<file path="src/rtl/data_mem_seq_pkg.sv">
// data_mem_seq_pkg: shared types and constants for the byte-serial data-memory sequencer
package data_mem_seq_pkg;
    typedef enum logic [1:0] {S_IDLE, S_XFER, S_DONE} seq_state_t;
    localparam int BYTES_PER_WORD = 4;
    typedef logic [1:0] byte_idx_t;
    typedef logic [0:BYTES_PER_WORD-1][7:0] word_t;
endpackage

</file>
<file path="src/rtl/data_mem_seq_if.sv">
// data_mem_seq_if: byte-wide handshaked memory bus between sequencer (master) and memory (slave)
interface data_mem_seq_if #(parameter int ADDR_W = 16) ();
    logic              req;
    logic              we;
    logic              ack;
    logic [ADDR_W-1:0] addr;
    logic [7:0]        wdata;
    logic [7:0]        rdata;
    modport master (output req, we, addr, wdata, input ack, rdata);
    modport slave (input req, we, addr, wdata, output ack, rdata);
endinterface

</file>
<file path="src/rtl/data_mem_seq_timer.sv">
// mem_seq_timer: per-byte wait counter that flags when TIMEOUT-1 idle cycles have elapsed
module mem_seq_timer #(
    parameter int TIMEOUT = 64
) (
    input  logic clk,
    input  logic rst,
    input  logic clr,
    input  logic en,
    output logic expired
);
    localparam int W = TIMEOUT > 1 ? $clog2(TIMEOUT) : 1;
    logic [W-1:0] cnt;
    always_ff @(posedge clk)
        cnt <= (rst || clr) ? '0 : cnt + W'(en);
    assign expired = cnt == W'(TIMEOUT - 1);
endmodule

</file>
<file path="src/rtl/data_mem_seq.sv">
// data_mem_seq: splits each core word access into four big-endian byte transfers on a handshaked bus
module data_mem_seq
    import data_mem_seq_pkg::*;
#(
    parameter int ADDR_W  = 16,
    parameter int TIMEOUT = 64
) (
    input  logic                  clk,
    input  logic                  rst_b,
    input  logic [31:0]           mem_addr,
    input  logic                  mem_read_en,
    input  logic                  mem_write_en,
    input  word_t                 mem_data_in,
    output word_t                 mem_data_out,
    output logic                  stall,
    input  logic                  halted,
    data_mem_seq_if.master        bm,
    output logic                  err
);
    localparam logic [1:0] IDLE = S_IDLE;
    localparam logic [1:0] XFER = S_XFER;
    localparam logic [1:0] DONE = S_DONE;

    logic [1:0]        state;
    byte_idx_t         idx;
    logic              op;
    logic [ADDR_W-1:0] base;
    word_t             wbuf;
    word_t             rdbuf;
    word_t             rd_next;
    logic              start;
    logic              expired;
    logic              abort;
    logic              unused;

    assign unused   = ^{mem_addr[31:ADDR_W], mem_addr[1:0]};
    assign start    = (mem_read_en || mem_write_en) && !halted;
    assign stall    = start && state != DONE;
    assign bm.req   = state == XFER;
    assign bm.we    = bm.req && op;
    assign bm.addr  = base + ADDR_W'(idx);
    assign bm.wdata = wbuf[idx];
    assign abort    = bm.req && !bm.ack && expired;

    mem_seq_timer #(.TIMEOUT(TIMEOUT)) u_timer (
        .clk     (clk),
        .rst     (rst_b),
        .clr     (state != XFER || bm.ack),
        .en      (state == XFER),
        .expired (expired)
    );

    // On abort, every byte not yet received reads back as 8'hFF
    always_comb begin
        rd_next = rdbuf;
        if (bm.req && !op && bm.ack)
            rd_next[idx] = bm.rdata;
        else if (!op && abort)
            for (int i = 0; i < BYTES_PER_WORD; i++)
                rd_next[i] = i >= int'(idx) ? 8'hFF : rdbuf[i];
    end

    always_ff @(posedge clk) begin
        if (rst_b) begin
            state        <= IDLE;
            idx          <= '0;
            op           <= 1'b0;
            base         <= '0;
            wbuf         <= '0;
            rdbuf        <= '0;
            mem_data_out <= '0;
            err          <= 1'b0;
        end else begin
            case (state)
                IDLE: if (start) begin
                    base  <= {mem_addr[ADDR_W-1:2], 2'b00};
                    op    <= mem_write_en;
                    wbuf  <= mem_data_in;
                    idx   <= '0;
                    state <= XFER;
                end
                XFER: begin
                    rdbuf <= rd_next;
                    idx   <= idx + byte_idx_t'(bm.ack);
                    if ((bm.ack && idx == 2'd3) || abort) begin
                        state        <= DONE;
                        mem_data_out <= rd_next;
                    end
                    if (abort)
                        err <= 1'b1;
                end
                default: state <= IDLE;
            endcase
        end
    end
endmodule

</file>
<file path="src/flat_wrapper.sv">
// flat-port wrapper written by rule: the top's interface ports become plain ports
module data_mem_seq_flat import data_mem_seq_pkg::*;
#(
    parameter int ADDR_W  = 16,
    parameter int TIMEOUT = 64
)
  (clk, rst_b, mem_addr, mem_read_en, mem_write_en, mem_data_in, mem_data_out, stall, halted, err, bm_req, bm_we, bm_addr, bm_wdata, bm_ack, bm_rdata);
  data_mem_seq_if #(.ADDR_W(ADDR_W)) bm_i ();
  input  logic clk;
  input  logic rst_b;
  input  logic [31:0] mem_addr;
  input  logic mem_read_en;
  input  logic mem_write_en;
  input  word_t mem_data_in;
  output word_t mem_data_out;
  output logic stall;
  input  logic halted;
  output logic err;
  output wire logic [$bits(bm_i.req)-1:0] bm_req;
  output wire logic [$bits(bm_i.we)-1:0] bm_we;
  output wire logic [$bits(bm_i.addr)-1:0] bm_addr;
  output wire logic [$bits(bm_i.wdata)-1:0] bm_wdata;
  input wire logic [$bits(bm_i.ack)-1:0] bm_ack;
  input wire logic [$bits(bm_i.rdata)-1:0] bm_rdata;
  assign bm_req = bm_i.req;
  assign bm_we = bm_i.we;
  assign bm_addr = bm_i.addr;
  assign bm_wdata = bm_i.wdata;
  assign bm_i.ack = bm_ack;
  assign bm_i.rdata = bm_rdata;
  data_mem_seq #(.ADDR_W(ADDR_W), .TIMEOUT(TIMEOUT)) u_core (.clk(clk), .rst_b(rst_b), .mem_addr(mem_addr), .mem_read_en(mem_read_en), .mem_write_en(mem_write_en), .mem_data_in(mem_data_in), .mem_data_out(mem_data_out), .stall(stall), .halted(halted), .bm(bm_i), .err(err));
endmodule
</file>
<file path="config.mk">
export PLATFORM = sky130hd
export DESIGN_NAME = data_mem_seq_flat
export DESIGN_NICKNAME = d
export VERILOG_FILES = /design/src/rtl/data_mem_seq_pkg.sv /design/src/rtl/data_mem_seq_if.sv /design/src/rtl/data_mem_seq_timer.sv /design/src/rtl/data_mem_seq.sv /design/src/flat_wrapper.sv
export SDC_FILE = /design/constraint.sdc
export NUM_CORES = 1
export LEC_CHECK = 0
export CORE_MARGIN = 4
export CORE_UTILIZATION = 35
export CTS_CLUSTER_DIAMETER = 150
export DETAILED_ROUTE_END_ITERATION = 8
export GPL_TIMING_DRIVEN = 0
export PLACE_DENSITY = 0.6
export SYNTH_ARGS = -nofsm -noshare
export SYNTH_HDL_FRONTEND = slang
export SYNTH_SLANG_ARGS = --single-unit
</file>
<file path="constraint.sdc">
create_clock -name clk -period 2 [get_ports clk]
set_input_delay 0.3 -clock clk [delete_from_list [all_inputs] [get_ports clk]]
set_output_delay 0.3 -clock clk [all_outputs]
set_load 0.02 [all_outputs]
</file>
==> results of run 1 <==
## per-layer routing
metal	wire length, um	global-route usage
met1	6340	0.225
met2	6580	0.286
met3	1210	0.0713
met4	242	0.0568
met5	0	0
## stage by stage
stage | setup WS (ns) | instances | instance area [sq um]
final | 0.0436 | 900 | 7100
after global routing | -0.0256 | 900 | 7100
after CTS | 0.0256 | 902 | 7080
after detailed placement | -0.441 | 869 | 6470
after global placement | -0.449 | 869 | 6470
after floorplan | 0.177 | 570 | 5060
## area by class of cell
cell class	instances	area, sq um	share of cell area
Buffer	44	270	0.0380
Timing Repair Buffer	121	1160	0.163
Inverter	12	48.8	0.00687
Sequential cell	122	2450	0.345
Tap cell	180	225	0.0317
Clock inverter	7	113	0.0159
Clock buffer	25	495	0.0698
Multi-Input combinational cell	389	2340	0.330
## registers in the layout, summed over array words and instances, names as in the netlist
| register | flops |
|---|---|
| u_core.rdbuf | 32 |
| u_core.u_timer.cnt | 6 |
| u_core.idx | 2 |
| u_core.op | 1 |
| u_core.wbuf | 32 |
| u_core.mem_data_out | 32 |
| u_core.state | 2 |
| u_core.base | 14 |
| u_core.err | 1 |
## what timing repair did
action,4_1_cts,5_1_grt
setup endpoints to repair,11,55
resized for setup,49,9
buffers inserted,2,0
hold buffers,0,0
## worst register-to-register path: stages (launching register included)
cell      delay, ns
dfxtp_4        0.35
buf_4          0.19
nand2b_1       0.15
buf_2          0.17
a211o_1        0.45
a211oi_1       0.40
nor2b_1        0.17
## logic make-up after synthesis
group | synth area share
XOR/XNOR | 0.00866
multiplexers | 0.0356
AO/OA/AOI/OAI | 0.167
flip-flops | 0.483
AND/OR/NAND/NOR | 0.240
buffers and inverters | 0.0589
adder cells (fa/ha/maj) | 0.00742
## worst paths after layout
kind                         startpoint                             to  slack (ns)  cells after the start
max          u_core.idx[0]$_SDFFE_PP0P_                    bm_wdata[2]        0.04                      3
min reg2reg     u_core.err$_SDFFE_PP0P_        u_core.err$_SDFFE_PP0P_        0.45                      2
max reg2reg  u_core.idx[0]$_SDFFE_PP0P_  u_core.rdbuf[11]$_SDFFE_PP0N_        0.06                      6
min                     mem_data_in[13]   u_core.wbuf[13]$_SDFFE_PP0P_        0.43                      3
## layout by cell type, fill, tap and decap left out, types with 9 or more instances in the layout
| master | instances |
|---|---|
| clkbuf_16 | 17 |
| inv_1 | 11 |
| nand2_1 | 113 |
| or3_1 | 18 |
| a21oi_1 | 51 |
| dfxtp_1 | 119 |
| nor2b_1 | 17 |
| and3_1 | 9 |
| clkbuf_1 | 22 |
| a22o_1 | 24 |
| nand3_1 | 16 |
| clkdlybuf4s50_1 | 108 |
| buf_2 | 21 |
| a211oi_1 | 21 |
| nor2_1 | 29 |
| nor3_1 | 27 |
## power breakdown
part | internal, mW | total (mW) | switching, mW
registers | 2.53 | 2.58 | 0.0525
clock network | 2.08 | 3.14 | 1.06
logic | 0.312 | 0.673 | 0.361
total | 4.92 | 6.39 | 1.47
==> reports/metrics.yaml, run 1 <==
timing:
  timing.setup.tns_ns: 0
  final.period_utilization: 0.978
  tightest_slew_ns: 0.588
  final_max_slew_viol_count: 0
  skew_ns: 0.00653
  max_freq_ghz: 0.511
  min_period_ns: 1.96
  hold_viol_final: 0
  slew_headroom: 0.608
  setup_viol: 0
  rsz0062_at_grt: "true"
  hold_ws_ns: 0.428
synthesis:
  synth_warnings: 0
  syn_nets: 651
  synth_edf_count: 0
  synth_most_common_cell: "dfxtp_1"
  synth_top_area_frac: 0.483
  avgSynthCellArea_sq_um: 8.87
  synth_flop_cell: "dfxtp_1"
  synthTopCellsByArea: "dfxtp_1, nand2_1, a21oi_1"
  synth_cells: 570
  synth.distinct_cells: 40
  ys_seq_area_frac: 0.483
  ys_seq_elements: 122
  yosysTopAreaCell: "dfxtp_1"
  synth_area_sq_um: 5060
  synthArstFlopShare: 0
  synthTopCellsByCount: "dfxtp_1, nand2_1, a21oi_1"
floorplanning:
  die-width_um: 128
  die_area_sq_um: 16400
  ioPinCount: 138
  coreArea_sq_um: 14000
  initial_core_util: 0.361
  rows: 43
  die_h_um: 128
setup_path:
  cp_slowest_cell: "mux4_2"
  crit_fanout: 10
  path_cells: "buf_8 -> mux4_2 -> buf_2"
  crit_type: "reg -> out"
  critical_path.max_stage_delay_ns: 0.54
  end_kind: "output pin"
  worstPathRequired_ns: 1.70
  crit_buf_inv: 2
  critPathTopFamily: "multiplexers"
  crit_arrival_ns: 1.66
  startpoint_type: "flop"
cts:
  clk_latency_ns: 0.42
  htree_levels: 4
  cts_buffers: 17
  root_buffer: "clkbuf_16"
  path_clk_slew_ns: 0.05
  tritoncts: "done"
  clockBufferDepth: 2
  clock-sinks: 122
global_route:
  grt_pass1_wl_um: 23300
  grt_antenna_before_repair: 0
  grt_overflow: 0
  grt_usage: 0.180
  grt_max_degree: 18
  first_global_vias: 4677
cells_and_area:
  nFillCells: 1346
  drive_gt1_frac: 0.122
  fin_nets: 788
  antennaDiodeCount: 0
  syn2layout_area_growth_pct: 40.5
  final_core_util: 0.508
detailed_routing:
  vias_per_cell: 5.16
  finalWirelength_um: 14400
  ant_nets: 0
  wl_per_cell_um: 16.0
  initialDrtViolationCount: 303
  route.detailed.drc: 0
  firstDrtPassIters: 5
  vias: 4646
power:
  vdd_drop_max_uv: 620
  leakagePower_nw: 2.71
  p_total_mw: 6.39
  powerDensity_nw_per_um2: 900
worst_hold_path:
  hold_class: "in -> reg"
placement:
  gp_congestion: 0.810
  hpwl_um: 10800
  port_buffers: 119
run:
  cap_violations: 0
run_status:
  status: "finished clean"
(Power assumes the default switching activity.)
==> run 2, diff against run 1 <==
- CELL_PAD_IN_SITES_DETAIL_PLACEMENT: unset -> 1
- CELL_PAD_IN_SITES_GLOBAL_PLACEMENT: unset -> 1
- PLACE_DENSITY: 0.6 -> 0.78
==> run 2 against run 1 <==
Net effect:
- the flow now finishes with violations (setup timing)
- combinational power increased by 8.8%
- utilization increased by 0.64 points
- critical path depth increased by 1
- hold slack got worse by 0.0030 ns
- die area unchanged
- highest routed layer unchanged
- non-clock buffer count increased by 7
- global-route usage increased by 2.2 points
- fmax decreased by 3.3%
- sequential share of layout area decreased by 0.40 points
- worst setup slack got worse by 0.068 ns
- final area increased by 1.3%
==> reports/metrics.yaml, run 2 (synthesized netlist as in run 1, its figures left out) <==
floorplanning:
  die_h_um: 128  # unchanged
  ioPinCount: 138  # unchanged
  coreArea_sq_um: 14000  # unchanged
  die-width_um: 128  # unchanged
  die_area_sq_um: 16400  # unchanged
  rows: 43  # unchanged
  initial_core_util: 0.361  # unchanged
detailed_routing:
  route.detailed.drc: 0  # unchanged
  firstDrtPassIters: 5  # unchanged
  finalWirelength_um: 16500  # was 14400 um
  ant_nets: 0  # unchanged
  wl_per_cell_um: 18.2  # was 16.0 um
  initialDrtViolationCount: 227  # was 303
  vias: 4809  # was 4646
  vias_per_cell: 5.30  # was 5.16
cts:
  path_clk_slew_ns: 0.06  # was 0.05 ns
  clk_latency_ns: 0.42  # about the same
  cts_hold_buf: 0  # unchanged
  root_buffer: "clkbuf_16"  # unchanged
  tritoncts: "done"  # unchanged
  clockBufferDepth: 2  # unchanged
  clock-sinks: 122  # unchanged
  htree_levels: 4  # unchanged
  cts_buffers: 17  # unchanged
setup_path:
  crit_arrival_ns: 1.72  # was 1.66 ns
  cp_slowest_cell: "mux4_2"  # unchanged
  critical_path.max_stage_delay_ns: 0.53  # was 0.54 ns
  crit_fanout: 5  # was 10
  end_kind: "output pin"  # unchanged
  startpoint_type: "flop"  # unchanged
  path_cells: "buf_8 -> buf_12 -> mux4_2 -> buf_6"  # was buf_8 -> mux4_2 -> buf_2
  worstPathRequired_ns: 1.70  # about the same
  crit_type: "reg -> out"  # unchanged
cells_and_area:
  largestRegisters: "u_core.mem_data_out x32, u_core.rdbuf x32, u_core.wbuf x32"  # unchanged
  syn2layout_area_growth_pct: 42.3  # was 40.5%
  antennaDiodeCount: 0  # unchanged
  final_common_cell: "dfxtp_1"  # unchanged
  layout_common_cells: "dfxtp_1, nand2_1, clkdlybuf4s50_1, a21oi_1, nor2_1"  # unchanged
  final_core_util: 0.514  # was 0.508
  drive_gt1_frac: 0.132  # was 0.122
  fin_nets: 795  # was 788
timing:
  hold_ws_ns: 0.425  # was 0.428 ns
  skew_ns: 0.00635  # was 0.00653 ns
  min_period_ns: 2.02  # was 1.96 ns
  setup_viol: 4  # was 0
  fin_ws_ns: -0.0241  # was 0.0436 ns
  rsz0062_at_grt: "true"  # unchanged
  hold_viol_final: 0  # unchanged
  slew_headroom: 0.575  # was 0.608
  max_freq_ghz: 0.494  # was 0.511 GHz
  tightest_slew_ns: 0.637  # was 0.588 ns
  final_max_slew_viol_count: 0  # unchanged
  final.period_utilization: 1.01  # was 0.978
placement:
  port_buffers: 119  # unchanged
  hpwl_um: 11900  # was 10800 um
  gp_congestion: 0.823  # was 0.810
global_route:
  first_global_vias: 5195  # was 4677
  grt_overflow: 0  # unchanged
  grt_pass1_wl_um: 26100  # was 23300 um
  grt_usage: 0.202  # was 0.180
  grt_max_degree: 17  # was 18
  grt_antenna_before_repair: 0  # unchanged
power:
  leakagePower_nw: 2.72  # was 2.71 nW
  vdd_drop_max_uv: 616  # was 620 uV
  p_int_mw: 4.60  # was 4.92 mW
  powerDensity_nw_per_um2: 862  # was 900 nW/um^2
  switching_power_mw: 1.60  # was 1.47 mW
  p_sw_frac: 0.258  # was 0.230
  comb_power_share: 0.118  # was 0.105
  power_frac_seq: 0.416  # was 0.403
  pwr-share-clk: 0.466  # was 0.491
run:
  cap_violations: 0  # unchanged
run_status:
  status: "complete, but fails checks"  # was finished clean
  violations: "setup timing"
worst_hold_path:
  hold_class: "in -> reg"  # unchanged
-- run 2: metal layers --
metal	track usage	wire length, um	vias to the layer above
met3	0.0600	1230	32
met4	0.0830	343	0
met2	0.350	8210	171
met5	0	0	-
li1	-	-	2296
met1	0.233	6720	2310
-- run 2: what timing repair did --
action                     in CTS  in global routing
buffers inserted                6                  0
resized for setup              64                 15
cloned                          1                  0
pin swaps                       0                  0
setup endpoints to repair      17                 44
-- run 2: final timing paths --
path | start | to | slack, ns | cells past startpoint
worst min-delay path | mem_data_in[0] | u_core.wbuf[0]$_SDFFE_PP0P_ | 0.42 | 3
worst min register to register | u_core.err$_SDFFE_PP0P_ | u_core.err$_SDFFE_PP0P_ | 0.46 | 2
worst max register to register | u_core.u_timer.cnt[1]$_SDFF_PP0_ | u_core.mem_data_out[14]$_SDFFE_PP0P_ | 0.07 | 6
worst max-delay path | u_core.idx[0]$_SDFFE_PP0P_ | bm_wdata[5] | -0.02 | 4
-- run 2: power by group through the flow --
stage	Combinational [mW]	Clock (mW)	Sequential, mW
6_report	0.732	2.89	2.58
5_1_grt	0.798	3.04	2.59
4_1_cts	0.724	2.94	2.58
3_5_place_dp	0.686	0	2.63
3_3_place_gp	0.660	0	2.63
2_1_floorplan	0.356	0	2.64
-- run 2: through the flow --
step           worst slack [ns]  cell area (sq um)  power (mW)  instances  TNS (ns)
2_1_floorplan             0.177               5060        2.99        570         0
3_5_place_dp             -0.472               6470        3.32        869    -27.59
5_1_grt                 -0.0661               7190        6.43        907    -0.385
4_1_cts                 -0.0491               7150        6.24        908    -0.116
6_report                -0.0241               7190        6.20        907   -0.0476
3_3_place_gp             -0.445               6470        3.29        869    -19.02
-- run 2: cell type report --
type                            instances  area, sq um
Fill cell                            1632         6800
Sequential cell                       122         2450
Multi-Input combinational cell        389         2340
Timing Repair Buffer                  126         1270
Clock buffer                           18          439
Buffer                                 46          285
Tap cell                              180          225
Clock inverter                         14          125
Inverter                               12         48.8
-- run 2: worst max-delay path, delay by kind of cell, from the launching register on --
kind	cells	cell delay (ns)
muxes	1	0.53
buffers and inverters	3	0.41
DFF	1	0.36
==> run 3, diff against run 2 <==
- CTS_BUF_LIST: unset -> sky130_fd_sc_hd__clkbuf_4
==> run 3 against run 2 <==
Net effect:
- the run still ends with setup timing left
- non-clock buffer count grew 3
- critical path depth rose by 1
- sequential share of layout area grew 1.4 points
- cell count increased by 0.33%
- sequential power hardly changed
- sequential cell count unchanged
- combinational power is 0.5% higher
- worst setup slack worse by 0.24 ns
- count of clock-buffer cells in the layout fell by 1
- fmax fell by 10%
- critical endpoint unchanged
- largest power group is now registers
==> reports/metrics.yaml, run 3 (synthesized netlist as in run 1, its figures left out) <==
setup_path:
  r2r_setup_slack_ns: 0.09  # was 0.07 ns
  path_cells: "buf_8 -> buf_12 -> buf_12 -> mux4_2 -> buf_6"  # was buf_8 -> buf_12 -> mux4_2 -> buf_6
  crit_top_cell: "buf_12"
  critPathTopFamily: "multiplexers"  # unchanged
  crit_type: "reg -> out"  # unchanged
  startpoint_type: "flop"  # unchanged
  critical_path.max_stage_delay_ns: 0.53  # about the same
  crit_buf_inv: 4  # was 3
  crit_fanout: 5  # unchanged
  cp_slowest_cell: "mux4_2"  # unchanged
  crit_arrival_ns: 1.96  # was 1.72 ns
  end_kind: "output pin"  # unchanged
  worstPathRequired_ns: 1.70  # about the same
cts:
  clockBufferDepth: 2  # unchanged
  clock-sinks: 122  # unchanged
  clk_latency_ns: 0.58  # was 0.42 ns
  tritoncts: "done"  # unchanged
  root_buffer: "clkbuf_4"  # was clkbuf_16
  path_clk_slew_ns: 0.12  # was 0.06 ns
  htree_levels: 4  # unchanged
  cts_buffers: 17  # unchanged
  cts_hold_buf: 0  # unchanged
timing:
  fin_ws_ns: -0.261  # was -0.0241 ns
  max_freq_ghz: 0.442  # was 0.494 GHz
  skew_ns: 0.0191  # was 0.00635 ns
  hold_viol_final: 0  # unchanged
  final.period_utilization: 1.13  # was 1.01
  tightest_slew_ns: 0.650  # was 0.637 ns
  slew_headroom: 0.567  # was 0.575
  hold_ws_ns: 0.265  # was 0.425 ns
  min_period_ns: 2.26  # was 2.02 ns
  final_max_slew_viol_count: 0  # unchanged
  rsz0062_at_grt: "true"  # unchanged
  setup_viol: 8  # was 4
global_route:
  met3_usage: 0.0554  # was 0.0600
  busiest_layer: "met2"  # unchanged
  grt_usage: 0.199  # was 0.202
  grt_use_met2: 0.343  # was 0.350
  grt_antenna_before_repair: 0  # unchanged
  grt_pass1_wl_um: 25600  # was 26100 um
  grt_max_degree: 17  # unchanged
  grt_overflow: 0  # unchanged
  grt_use_met1: 0.230  # was 0.233
  first_global_vias: 5140  # was 5195
detailed_routing:
  initialDrtViolationCount: 205  # was 227
  finalWirelength_um: 16200  # was 16500 um
  firstDrtPassIters: 4  # was 5
  ant_nets: 0  # unchanged
  wl_per_cell_um: 17.8  # was 18.2 um
  vias: 4772  # was 4809
  vias_per_cell: 5.24  # was 5.30
  route.detailed.drc: 0  # unchanged
cells_and_area:
  fin_nets: 798  # was 795
  largestRegisters: "u_core.mem_data_out x32, u_core.rdbuf x32, u_core.wbuf x32"  # unchanged
  stdcell_count: 910  # was 907
  layout_common_cells: "dfxtp_1, nand2_1, clkdlybuf4s50_1, a21oi_1, nor2_1"  # unchanged
  drive_gt1_frac: 0.140  # was 0.132
  final_common_cell: "dfxtp_1"  # unchanged
  fin_area_sq_um: 6920  # was 7190 sq um
  syn2layout_area_growth_pct: 36.9  # was 42.3%
  antennaDiodeCount: 0  # unchanged
placement:
  port_buffers: 119  # unchanged
  placed_area_sq_um: 6470  # unchanged
  gp_congestion: 0.823  # unchanged
  hpwl_um: 11900  # unchanged
  dp_cells: 869  # unchanged
power:
  leakagePower_nw: 2.60  # was 2.72 nW
  vdd_drop_max_uv: 332  # was 616 uV
  powerDensity_nw_per_um2: 711  # was 862 nW/um^2
floorplanning:
  die_area_sq_um: 16400  # unchanged
  initial_core_util: 0.361  # unchanged
  coreArea_sq_um: 14000  # unchanged
  ioPinCount: 138  # unchanged
  rows: 43  # unchanged
  die_h_um: 128  # unchanged
  die-width_um: 128  # unchanged
run_status:
  status: "complete, but fails checks"  # unchanged
  violations: "setup timing"  # unchanged
worst_hold_path:
  hold_class: "in -> reg"  # unchanged
run:
  cap_violations: 0  # unchanged
## run 3: routing by layer
metal  up-vias  wire length [um]
met1      2299              6690
met4         0               303
met2       147              8110
met3        29              1090
li1       2297                 -
met5         -                 0
## run 3: layout make-up
class	instances	area, sq um
Fill cell	1674	7070
Inverter	12	48.8
Multi-Input combinational cell	389	2370
Buffer	47	289
Timing Repair Buffer	128	1280
Sequential cell	122	2450
Clock buffer	17	128
Clock inverter	15	129
Tap cell	180	225
## run 3: final timing paths
| path | startpoint | to | cells past startpoint |
|---|---|---|---|
| max | u_core.idx[0]$_SDFFE_PP0P_ | bm_wdata[5] | 5 |
| min | mem_data_in[0] | u_core.wbuf[0]$_SDFFE_PP0P_ | 3 |
| max reg2reg | u_core.op$_SDFFE_PP0P_ | u_core.mem_data_out[29]$_SDFFE_PP0P_ | 6 |
| min reg2reg | u_core.base[7]$_SDFFE_PP0P_ | u_core.base[7]$_SDFFE_PP0P_ | 2 |
## run 3: worst register-to-register path, stage by stage (launching register included)
cell       delay (ns)
dfxtp_1          0.54
nand4bb_1        0.19
buf_2            0.23
nor2_1           0.14
buf_2            0.20
or3_1            0.32
a22o_1           0.19
## run 3: timing repair
action	in CTS	in global routing
setup endpoints to repair	14	51
gates resized for setup	68	19
setup buffers	8	1
gates cloned	1	0
## run 3: per-stage QoR
step | util | worst slack [ns] | setup TNS [ns] | power [mW]
5_1_grt | 0.495 | -0.315 | -2.15 | 5.13
3_3_place_gp | 0.463 | -0.445 | -19.02 | 3.29
3_5_place_dp | 0.463 | -0.472 | -27.59 | 3.32
4_1_cts | 0.491 | -0.291 | -2.16 | 4.95
6_report | 0.495 | -0.261 | -1.64 | 4.92
2_1_floorplan | - | 0.177 | 0 | 2.99
## run 3: power by group
part / internal (mW) / switching [mW] / total [mW]
Sequential: 2.52 / 0.0575 / 2.58
Combinational: 0.348 / 0.388 / 0.736
Clock: 0.608 / 0.999 / 1.61
